## src/rtl/sram_vec_reader_if.sv

```systemverilog
// rtl/sram_vec_reader_if.sv - SRAM port-A and output stream bundle for sram_vec_reader
interface sram_vec_reader_if #(
  parameter int BITS       = 32,
  parameter int ADDR_WIDTH = 13
);
  logic                  CEN;
  logic                  WEN;
  logic [ADDR_WIDTH-1:0] AA;
  logic [BITS-1:0]       DA;
  logic [BITS-1:0]       QA;
  logic                  out_valid;
  logic                  out_ready;
  logic [BITS-1:0]       out_data;
  logic                  out_last;

  modport master (
    output CEN, WEN, AA, DA, out_valid, out_data, out_last,
    input  QA, out_ready
  );

  modport slave (
    input  CEN, WEN, AA, DA, out_valid, out_data, out_last,
    output QA, out_ready
  );
endinterface

```

## src/rtl/sram_vec_reader.sv

```systemverilog
// rtl/sram_vec_reader.sv - strided SRAM read engine with 3-entry skid FIFO; optional SRAM_RD_PERF_EN stall counter
module sram_vec_reader #(
  parameter int BITS       = 32,
  parameter int ADDR_WIDTH = 13,
  parameter int LEN_WIDTH  = 14
) (
  input  logic                  CLK,
  input  logic                  RST_N,
  input  logic                  start,
  input  logic [ADDR_WIDTH-1:0] base,
  input  logic [ADDR_WIDTH-1:0] stride,
  input  logic [LEN_WIDTH-1:0]  len,
  output logic                  busy,
  output logic                  done,
  sram_vec_reader_if.master     bus
`ifdef SRAM_RD_PERF_EN
  ,
  output logic [31:0]           stall_cycles
`endif
);

  typedef enum logic [1:0] {IDLE, ISSUE, DRAIN, DONE} state_t;

  localparam logic [LEN_WIDTH-1:0] LEN_ONE = 1;

  state_t                state;
  logic [ADDR_WIDTH-1:0] addr;
  logic [ADDR_WIDTH-1:0] stride_q;
  logic [LEN_WIDTH-1:0]  remaining;
  logic                  inflight;
  logic                  inflight_last;
  logic [BITS-1:0]       fifo_data [3];
  logic [2:0]            fifo_last;
  logic [1:0]            wr_ptr;
  logic [1:0]            rd_ptr;
  logic [1:0]            count;
  logic [2:0]            outstanding;
  logic                  issue;
  logic                  push;
  logic                  pop;
  logic                  valid;
  logic                  cmd_ok;

  function automatic logic [1:0] ptr_next(input logic [1:0] p);
    return (p == 2'd2) ? 2'd0 : p + 2'd1;
  endfunction

  // issue decision uses only registered terms so out_ready never reaches CEN combinationally
  always_comb begin
    outstanding = {1'b0, count} + {2'b00, inflight};
    issue       = (state == ISSUE) && (remaining != '0) && (outstanding < 3'd3);
    push        = inflight;
    valid       = (count != 2'd0);
    pop         = valid && bus.out_ready;
    cmd_ok      = start && ((state == IDLE) || (state == DONE));
  end

  assign busy          = (state == ISSUE) || (state == DRAIN);
  assign done          = (state == DONE);
  assign bus.CEN       = !issue;
  assign bus.WEN       = 1'b1;
  assign bus.AA        = addr;
  assign bus.DA        = '0;
  assign bus.out_valid = valid;
  assign bus.out_data  = fifo_data[rd_ptr];
  assign bus.out_last  = valid && fifo_last[rd_ptr];

  // command FSM: latch the command, walk the strided addresses, wait for the last word to leave
  always_ff @(posedge CLK) begin
    if (!RST_N) begin
      state     <= IDLE;
      addr      <= '0;
      stride_q  <= '0;
      remaining <= '0;
    end else begin
      case (state)
        IDLE, DONE: begin
          if (start) begin
            addr      <= base;
            stride_q  <= stride;
            remaining <= len;
            state     <= (len == '0) ? DONE : ISSUE;
          end else begin
            state <= IDLE;
          end
        end
        ISSUE: begin
          if (issue) begin
            addr      <= addr + stride_q;
            remaining <= remaining - LEN_ONE;
            if (remaining == LEN_ONE) state <= DRAIN;
          end
        end
        DRAIN: begin
          if (pop && bus.out_last) state <= DONE;
        end
        default: state <= IDLE;
      endcase
    end
  end

  // read-latency tracking and skid FIFO; QA is captured only in the cycle after an issue
  always_ff @(posedge CLK) begin
    if (!RST_N) begin
      inflight      <= 1'b0;
      inflight_last <= 1'b0;
      wr_ptr        <= 2'd0;
      rd_ptr        <= 2'd0;
      count         <= 2'd0;
      fifo_last     <= 3'b000;
      for (int i = 0; i < 3; i++) fifo_data[i] <= '0;
    end else begin
      inflight      <= issue;
      inflight_last <= issue && (remaining == LEN_ONE);
      if (push) begin
        fifo_data[wr_ptr] <= bus.QA;
        fifo_last[wr_ptr] <= inflight_last;
        wr_ptr            <= ptr_next(wr_ptr);
      end
      if (pop) rd_ptr <= ptr_next(rd_ptr);
      if (push && !pop)      count <= count + 2'd1;
      else if (!push && pop) count <= count - 2'd1;
    end
  end

`ifdef SRAM_RD_PERF_EN
  // saturating count of cycles where the consumer holds off a presented word; cleared per command
  always_ff @(posedge CLK) begin
    if (!RST_N) begin
      stall_cycles <= '0;
    end else if (cmd_ok) begin
      stall_cycles <= '0;
    end else if (valid && !bus.out_ready && (stall_cycles != '1)) begin
      stall_cycles <= stall_cycles + 32'd1;
    end
  end
`endif

endmodule

```

## src/flat_wrapper.sv

```systemverilog
// flat-port wrapper written by rule: the top's interface ports become plain ports
module sram_vec_reader_flat 
#(
  parameter int BITS       = 32,
  parameter int ADDR_WIDTH = 13,
  parameter int LEN_WIDTH  = 14
)
  (CLK, RST_N, start, base, stride, len, busy, done, bus_CEN, bus_WEN, bus_AA, bus_DA, bus_out_valid, bus_out_data, bus_out_last, bus_QA, bus_out_ready);
  sram_vec_reader_if #(.BITS(BITS), .ADDR_WIDTH(ADDR_WIDTH)) bus_i ();
  input  logic CLK;
  input  logic RST_N;
  input  logic start;
  input  logic [ADDR_WIDTH-1:0] base;
  input  logic [ADDR_WIDTH-1:0] stride;
  input  logic [LEN_WIDTH-1:0] len;
  output logic busy;
  output logic done;
  output wire logic [$bits(bus_i.CEN)-1:0] bus_CEN;
  output wire logic [$bits(bus_i.WEN)-1:0] bus_WEN;
  output wire logic [$bits(bus_i.AA)-1:0] bus_AA;
  output wire logic [$bits(bus_i.DA)-1:0] bus_DA;
  output wire logic [$bits(bus_i.out_valid)-1:0] bus_out_valid;
  output wire logic [$bits(bus_i.out_data)-1:0] bus_out_data;
  output wire logic [$bits(bus_i.out_last)-1:0] bus_out_last;
  input wire logic [$bits(bus_i.QA)-1:0] bus_QA;
  input wire logic [$bits(bus_i.out_ready)-1:0] bus_out_ready;
  assign bus_CEN = bus_i.CEN;
  assign bus_WEN = bus_i.WEN;
  assign bus_AA = bus_i.AA;
  assign bus_DA = bus_i.DA;
  assign bus_out_valid = bus_i.out_valid;
  assign bus_out_data = bus_i.out_data;
  assign bus_out_last = bus_i.out_last;
  assign bus_i.QA = bus_QA;
  assign bus_i.out_ready = bus_out_ready;
  sram_vec_reader #(.BITS(BITS), .ADDR_WIDTH(ADDR_WIDTH), .LEN_WIDTH(LEN_WIDTH)) u_core (.CLK(CLK), .RST_N(RST_N), .start(start), .base(base), .stride(stride), .len(len), .busy(busy), .done(done), .bus(bus_i));
endmodule
```

## config.mk

```make
export PLATFORM = sky130hd
export DESIGN_NAME = sram_vec_reader_flat
export DESIGN_NICKNAME = d
export VERILOG_FILES = /design/src/rtl/sram_vec_reader_if.sv /design/src/rtl/sram_vec_reader.sv /design/src/flat_wrapper.sv
export SDC_FILE = /design/constraint.sdc
export NUM_CORES = 1
export LEC_CHECK = 0
export ABC_AREA = 1
export BUFFER_PORTS_ARGS = -buffer_cell sky130_fd_sc_hd__buf_2
export CORE_MARGIN = 1
export CORE_UTILIZATION = 29
export DETAILED_ROUTE_END_ITERATION = 12
export GPL_ROUTABILITY_DRIVEN = 0
export GPL_TIMING_DRIVEN = 1
export PLACE_DENSITY_LB_ADDON = 0.12
export REMOVE_ABC_BUFFERS = 1
export SLEW_MARGIN = 5
export SYNTH_ARGS = -nofsm -noshare
export SYNTH_HDL_FRONTEND = slang
export SYNTH_SLANG_ARGS = --single-unit
```

## constraint.sdc

```tcl
create_clock -name CLK -period 4.52 [get_ports CLK]
set_input_delay 0.678 -clock CLK [delete_from_list [all_inputs] [get_ports CLK]]
set_output_delay 0.678 -clock CLK [all_outputs]
set_load 0.01 [all_outputs]
```

* Word level (Yosys, flattened, before mapping)
Memories as Yosys holds them, arrays and structs flattened. A register that Yosys moved wholly into a read port is not among the register bits.
Cells that the tools add are included.
** Storage, ports and cells
- Register bits :: 53
- Memories :: 1
- Output and inout bits :: 83
- Logic and storage cells :: 86
- Input port bits :: 76
- Bits in writable memories :: 96
** Memories
- u_core.fifo_data :: words 3, width 32, read ports 1, clocked after memory_dff 1, wr ports 3, RTL line sram_vec_reader.sv:32 : logic [BITS-1:0] fifo_data [3];
** Operators by class
- Reduce and logical (&&, ||, !) cells :: 24
- Add/subtract/negate cells :: 7
- Equal/unequal tests :: 10
- Muxes and demuxes :: 30
- Order comparisons :: 4
** Operators by type and width (count)
- 32-bit two-way mux :: 1
- 32-bit OR reduction :: 1
- 14-bit two-way mux :: 2
- 14-bit case mux with 2 select lines :: 1
- 13-bit two-way mux :: 2
- 13-bit case mux with 2 select lines :: 1
- 2-bit two-way mux :: 12
- 14-bit by 1-bit == test with 1-bit output (second input constant) :: 1
- 14-bit zero test :: 1
- 14-bit nonzero test :: 1
- 14-bit by 1-bit subtractor with 14-bit output (second input constant) :: 1
- 13-bit adder :: 1
- 1-bit logical AND :: 9
- 2-bit == test (second input constant) :: 4
- 1-bit two-way mux :: 7
- 2-bit by 1-bit adder with 2-bit output (second input constant) :: 3
- 2-bit by 3-bit < comparator with 1-bit output (second input constant) :: 2
- 2-bit != test (second input constant) :: 3
- 2-bit case mux with 3 select lines :: 1
- 3-bit AND reduction :: 2
- 2-bit nonzero test :: 3
- 2-bit by 1-bit adder with 3-bit output :: 1
- 3-bit bitwise mux :: 1
- 1-bit zero test :: 3
- 11 further kinds :: 11

* Depth between registers and ports, before layout
Gate-level depths: netlist (run 1).
- Depth after elaboration :: 6
- Depth in mapped cells :: 13
- Mapped depth without buffers :: 12

* Least setup slack after synthesis (run 1)
No wires, ideal clock.
- Path type :: input port to flip-flop
- From :: input port RST_N
- To :: memory u_core.fifo_data[3][0] (enable)
- Slack :: 1.547 ns
- Buffers on the path :: 2
- Arrival :: 2.552 ns
- Required time :: 4.099 ns
- Cell stages on the path :: 4
- Cells stage by stage :: clkbuf_1 > clkbuf_1 > nand2_1 > nor2_1
** RTL lines
- from (decl) :: RTL line flat_wrapper.sv:11 : input logic RST_N;
- to (decl) :: RTL line sram_vec_reader.sv:32

==> out/results.ini, run 1 <==
[synth]
ys_ff_latch=183
avgSynthCellArea_um2=8.66
syn_inst=1036
synth_ff_type=edfxtp_1
synthTopCellsByCount=nor2_1 (248), nand2_1 (157), edfxtp_1 (128), o21ai_0 (101), inv_1 (87)
synth_edf_count=128
seq_area_frac_synth_pct=55.1
synth_top_cell_by_area=edfxtp_1
yosysMostFrequentCell=nor2_1
synth_area_leaders=edfxtp_1 (43%), dfxtp_1 (12%), nor2_1 (10%), nand2_1 (6.6%), o21ai_0 (5.6%)
synth_top_area_share_pct=42.8
synthDistinctLibCells=38
yosysWarnings=0
synth_area_um2=8970
async_flop_share_pct=0

[die]
fp.dieArea_um2=31600
rows=64
die_w_um=178
core-area_um2=30500
ios=159
initial_utilization_pct=29.4
die_y_um=178

[finish]
final_cells=1552
design_area_um2=10500
drive_gt1_share_pct=16.2
multi_input_area_um2=3330
register_area_um2=4950
fillCellCount=3214
area_growth_syn_to_layout_pct=16.5
antenna_cells=0
nNetsFinal=1241

[sta]
whs_ns=0.426
finalHoldViolCount=0
drv_slew=0
grt_setup_unrepaired=no
max_freq_mhz=321
finalSetupTns_ns=0
finalSetupViolations=0
clock_skew_ns=0.0107
relSlewSlack_pct=31.9
tightestPinTransition_ns=1.02
fin_crit_ns=3.12
fin_crit_sh_pct=69.0

[critical_path]
startpoint_type=flop
crit_fanout=33
crit_required_ns=3.84
critical_path_arrival_ns=2.44
end_kind=output pin
criticalPathCategory=flop to output pin

[drt]
routedWlPerCell_um=15.3
drtIter0Drc=457
drc=0
via_per_inst=4.51
num_vias=7001
dr.pass1.iters=5
totalWireLength_um=23800
drtAntennaViolNets=0

[global_routing]
grt_max_degree=65
gr-total-overflow=0
grt_usage_pct=15.5
antenna_found_initial=0
grt_pass1_wl_um=37300
first_global_vias=6895

[pwr]
pwr-share-comb_pct=37.7
switching_share_pct=40.4
p_seq_share_pct=36.5
switchingPower_w=0.00239
total_leakage_power_nw=4.60
irDropWorstVdd_uv=257
powerDensity_nw_per_um2=567
p_clk_share_pct=25.8
p_int_w=0.00353

[cts]
post-cts-setup-buffers=0
clkTransAtPathRegs_ns=0.09
ctsHtreeMaxLevel=4
cts_max_path_buffers=2
cts_tree=done
cts_root_buf=clkbuf_16
clock_sinks=183
insertion_delay_ns=0.43
cts_buffers=17
cts_resized=0
hold_buffers=0

[place]
dp_hpwl_um=14900
port-buffer-count=125
dp.cells=1520
placed_area_um2=9860

[hold_path]
hold_class=primary input to flop

[status]
outcome=completed

[flow_run]
drv_cap=0

==> area by class of cell <==
cell class / count / area share (%)
Sequential cell: 183 / 47.3
Timing Repair Buffer: 138 / 7.04
Clock buffer: 18 / 4.10
Tap cell: 396 / 4.74
Multi-Input combinational cell: 710 / 31.9
Inverter: 93 / 3.36
Clock inverter: 14 / 1.58
==> worst max-delay path, cell delays in order, from the launching register on <==
cell	delay [ns]
dfxtp_1	0.30
buf_4	0.24
inv_1	0.78
o21ai_0	0.24
o22ai_1	0.25
buf_2	0.18
==> path summary, 6_finish.rpt <==
path	startpoint	slack, ns	depth (start not counted)	endpoint
max	flop	1.40	5	bus_out_data[24]
max reg2reg	u_core.state[1]	1.85	12	u_core.remaining[5]
min reg2reg	u_core.fifo_last[2]	0.48	2	u_core.fifo_last[2]
min	bus_QA[5]	0.43	1	u_core.fifo_data[3][5]
==> flip-flops by register name, summed over array words and instances, names as in the netlist, named ones only <==
signal,count
u_core.inflight_last,1
u_core.fifo_last,3
u_core.state,2
u_core.wr_ptr,2
u_core.inflight,1
u_core.bus.AA,13
u_core.stride_q,13
u_core.count,2
u_core.rd_ptr,2
u_core.fifo_data,128
u_core.remaining,14
==> metal layers <==
metal,GRT usage [%],wire (um)
met5,0,0
met4,3.10,148
met3,3.26,1050
met2,26.0,11300
met1,20.5,11300
==> power groups by stage <==
stage,clock network [W],logic (W),registers (W)
floorplan,0,0.00145,0.00223
global placement,0,0.00227,0.00220
detailed placement,0,0.00227,0.00220
CTS,0.00157,0.00228,0.00217
global route,0.00164,0.00255,0.00219
finish,0.00153,0.00223,0.00216
==> cell usage in the layout, fill, tap and decap left out, drive strengths merged, types with 5 or more instances in the layout <==
master / n
buf: 138
o21ai: 109
ha: 21
conb: 33
o22ai: 34
nand3: 38
xor2: 8
clkbuf: 18
inv: 102
nand2: 161
clkinv: 5
a21oi: 30
dfxtp: 55
nand4: 10
edfxtp: 128
nor2: 251
==> stage by stage <==
step                      setup slack [ns]  total power (W)  util, %
final                                 1.40          0.00592     34.3
after global routing                  1.11          0.00638     34.3
after CTS                             1.31          0.00602     34.3
after detailed placement              1.79          0.00448     32.3
after global placement                1.81          0.00447     32.3
after floorplan                      0.858          0.00367        -
==> kinds of logic after synthesis <==
logic type / count (synthesis) / synth area share [%]
simple gates: 467 / 20.9
flops: 183 / 55.1
compound gates: 179 / 10.7
buf+inv: 174 / 9.12
fa+ha+maj: 22 / 3.15
xor+xnor: 9 / 0.879
other cells: 2 / 0.0837
(Power assumes the default switching activity.)
==> run 2, diff against run 1 <==
==> constraint.sdc (replaced) <==
create_clock -name CLK -period 3.09 [get_ports CLK]
set_input_delay 0.4635 -clock CLK [delete_from_list [all_inputs] [get_ports CLK]]
set_output_delay 0.4635 -clock CLK [all_outputs]
set_load 0.01 [all_outputs]
==> out/results.ini, run 2 (synthesis results as in run 1) <==
[status]
outcome=completed

[finish]
nNetsFinal=1245
drive_gt1_share_pct=16.5
area_growth_syn_to_layout_pct=16.6
reg_top3=u_core.fifo_data: 128 flops, u_core.remaining: 14 flops
antenna_cells=0
final_cell_mix=nor2_1 (247), nand2_1 (157), edfxtp_1 (128)
design_area_um2=10500
final_common_cell=nor2_1
final_cells=1555
largest_reg_flops=128
fillCellCount=3202
regMostFlops=u_core.fifo_data

[critical_path]
worst_path_max_delay_cell=clkinv_1
end_kind=output pin
ff2ff_setup_slack_ns=0.82
r2r_end=u_core.remaining[5]
r2r_start=u_core.inflight
ff2ff_path_depth=10
cp_cell_sequence=clkinv_1 > buf_4 > o21ai_0 > o22ai_1 > buf_2
startpoint_type=flop
max_stage_delay_ns=0.45
criticalPathCategory=flop to output pin
critical_path_arrival_ns=2.10
crit_required_ns=2.63
crit_fanout=27

[cts]
clock_sinks=183
cts_root_buf=clkbuf_16
cts_tree=done
insertion_delay_ns=0.43
ctsHtreeMaxLevel=4
cts_resized=0
hold_buffers=0
post-cts-setup-buffers=0
cts_max_path_buffers=2
cts_buffers=17
clkTransAtPathRegs_ns=0.08

[drt]
drc=0
routedWlPerCell_um=15.5
via_per_inst=4.57
drtAntennaViolNets=0
drtIter0Drc=312
dr.pass1.iters=5
totalWireLength_um=24200
num_vias=7103

[sta]
grt_setup_unrepaired=no
max_freq_mhz=390
drv_slew=0
finalSetupViolations=0
fin_crit_ns=2.56
clock_skew_ns=0.0133
relSlewSlack_pct=53.6
fin_crit_sh_pct=83.0
fin_ws_ns=0.526
finalHoldViolCount=0
tightestPinTransition_ns=0.697

[hold_path]
hold_class=primary input to flop
min_from=bus_QA[21]
hold_depth=1
hold_end=u_core.fifo_data[3][21]

[pwr]
total_leakage_power_nw=4.61
p_seq_share_pct=36.8
p_clk_share_pct=25.3
irDropWorstVdd_uv=358
switchingPower_w=0.00349
pwr-share-comb_pct=37.9
switching_share_pct=40.4
p_int_w=0.00515
powerDensity_nw_per_um2=826

[place]
dp_hpwl_um=15100
port-buffer-count=125
post-place-ws_ns=0.814
placed_area_um2=9880
dp.cells=1524

[global_routing]
gr-total-overflow=0
first_global_vias=6873
grt_pass1_wl_um=37100
antenna_found_initial=0
grt_max_degree=65
grt_usage_pct=15.6

[die]
die_y_um=178
rows=64
core-area_um2=30500
fp.dieArea_um2=31600
die_w_um=178
ios=159
initial_utilization_pct=29.4

[flow_run]
drv_cap=0

[run 2: area by class of cell]
type	instances	area, um^2	share of cell area [%]
clock buffer	17	425	4.07
clock inverter	14	154	1.47
inverter	93	352	3.36
multi-input combinational	710	3330	31.9
sequential	183	4950	47.3
tap	396	495	4.74
timing repair buffer	142	753	7.20
[run 2: metal layers]
layer	global-route usage (%)	part of all wire (%)
met3	2.51	3.9
met4	4.06	0.84
met2	27.5	49
met5	0	0
met1	19.6	46
[run 2: critical path, delay by kind of cell, from the launching register on]
| family | cells | cell delay, ns |
|---|---|---|
| flip-flops | 1 | 0.33 |
| buffers and inverters | 3 | 1.03 |
| AO/OA/AOI/OAI | 2 | 0.30 |
[run 2: how the worst max path moves through the flow]
stage                                from                  end  slack [ns]
final                                flop      bus_out_data[1]        0.53
after global routing                 flop      bus_out_data[2]        0.30
after CTS                            flop      bus_out_data[2]        0.44
after detailed placement  u_core.inflight  u_core.remaining[5]        0.81
after global placement    u_core.inflight  u_core.remaining[5]        0.85
after floorplan                      flop      bus_out_data[0]       -0.36
[run 2: stage by stage]
| stage | hold slack (ns) | setup TNS (ns) | total power [W] | util (%) |
|---|---|---|---|---|
| final | 0.212 | 0 | 0.00864 | 34.3 |
| after global routing | 0.189 | 0 | 0.00930 | 34.3 |
| after CTS | 0.190 | 0 | 0.00878 | 34.3 |
| after detailed placement | 0.470 | 0 | 0.00657 | 32.4 |
| after global placement | 0.463 | 0 | 0.00655 | 32.4 |
| after floorplan | 0.447 | -11.43 | 0.00537 | - |
[run 2: power groups by stage]
stage                     Clock [W]  Combinational [W]  Sequential [W]
after floorplan                   0            0.00212         0.00326
after global placement            0            0.00332         0.00323
after detailed placement          0            0.00334         0.00324
after CTS                   0.00225            0.00335         0.00318
after global routing        0.00233            0.00374         0.00323
final                       0.00218            0.00328         0.00318
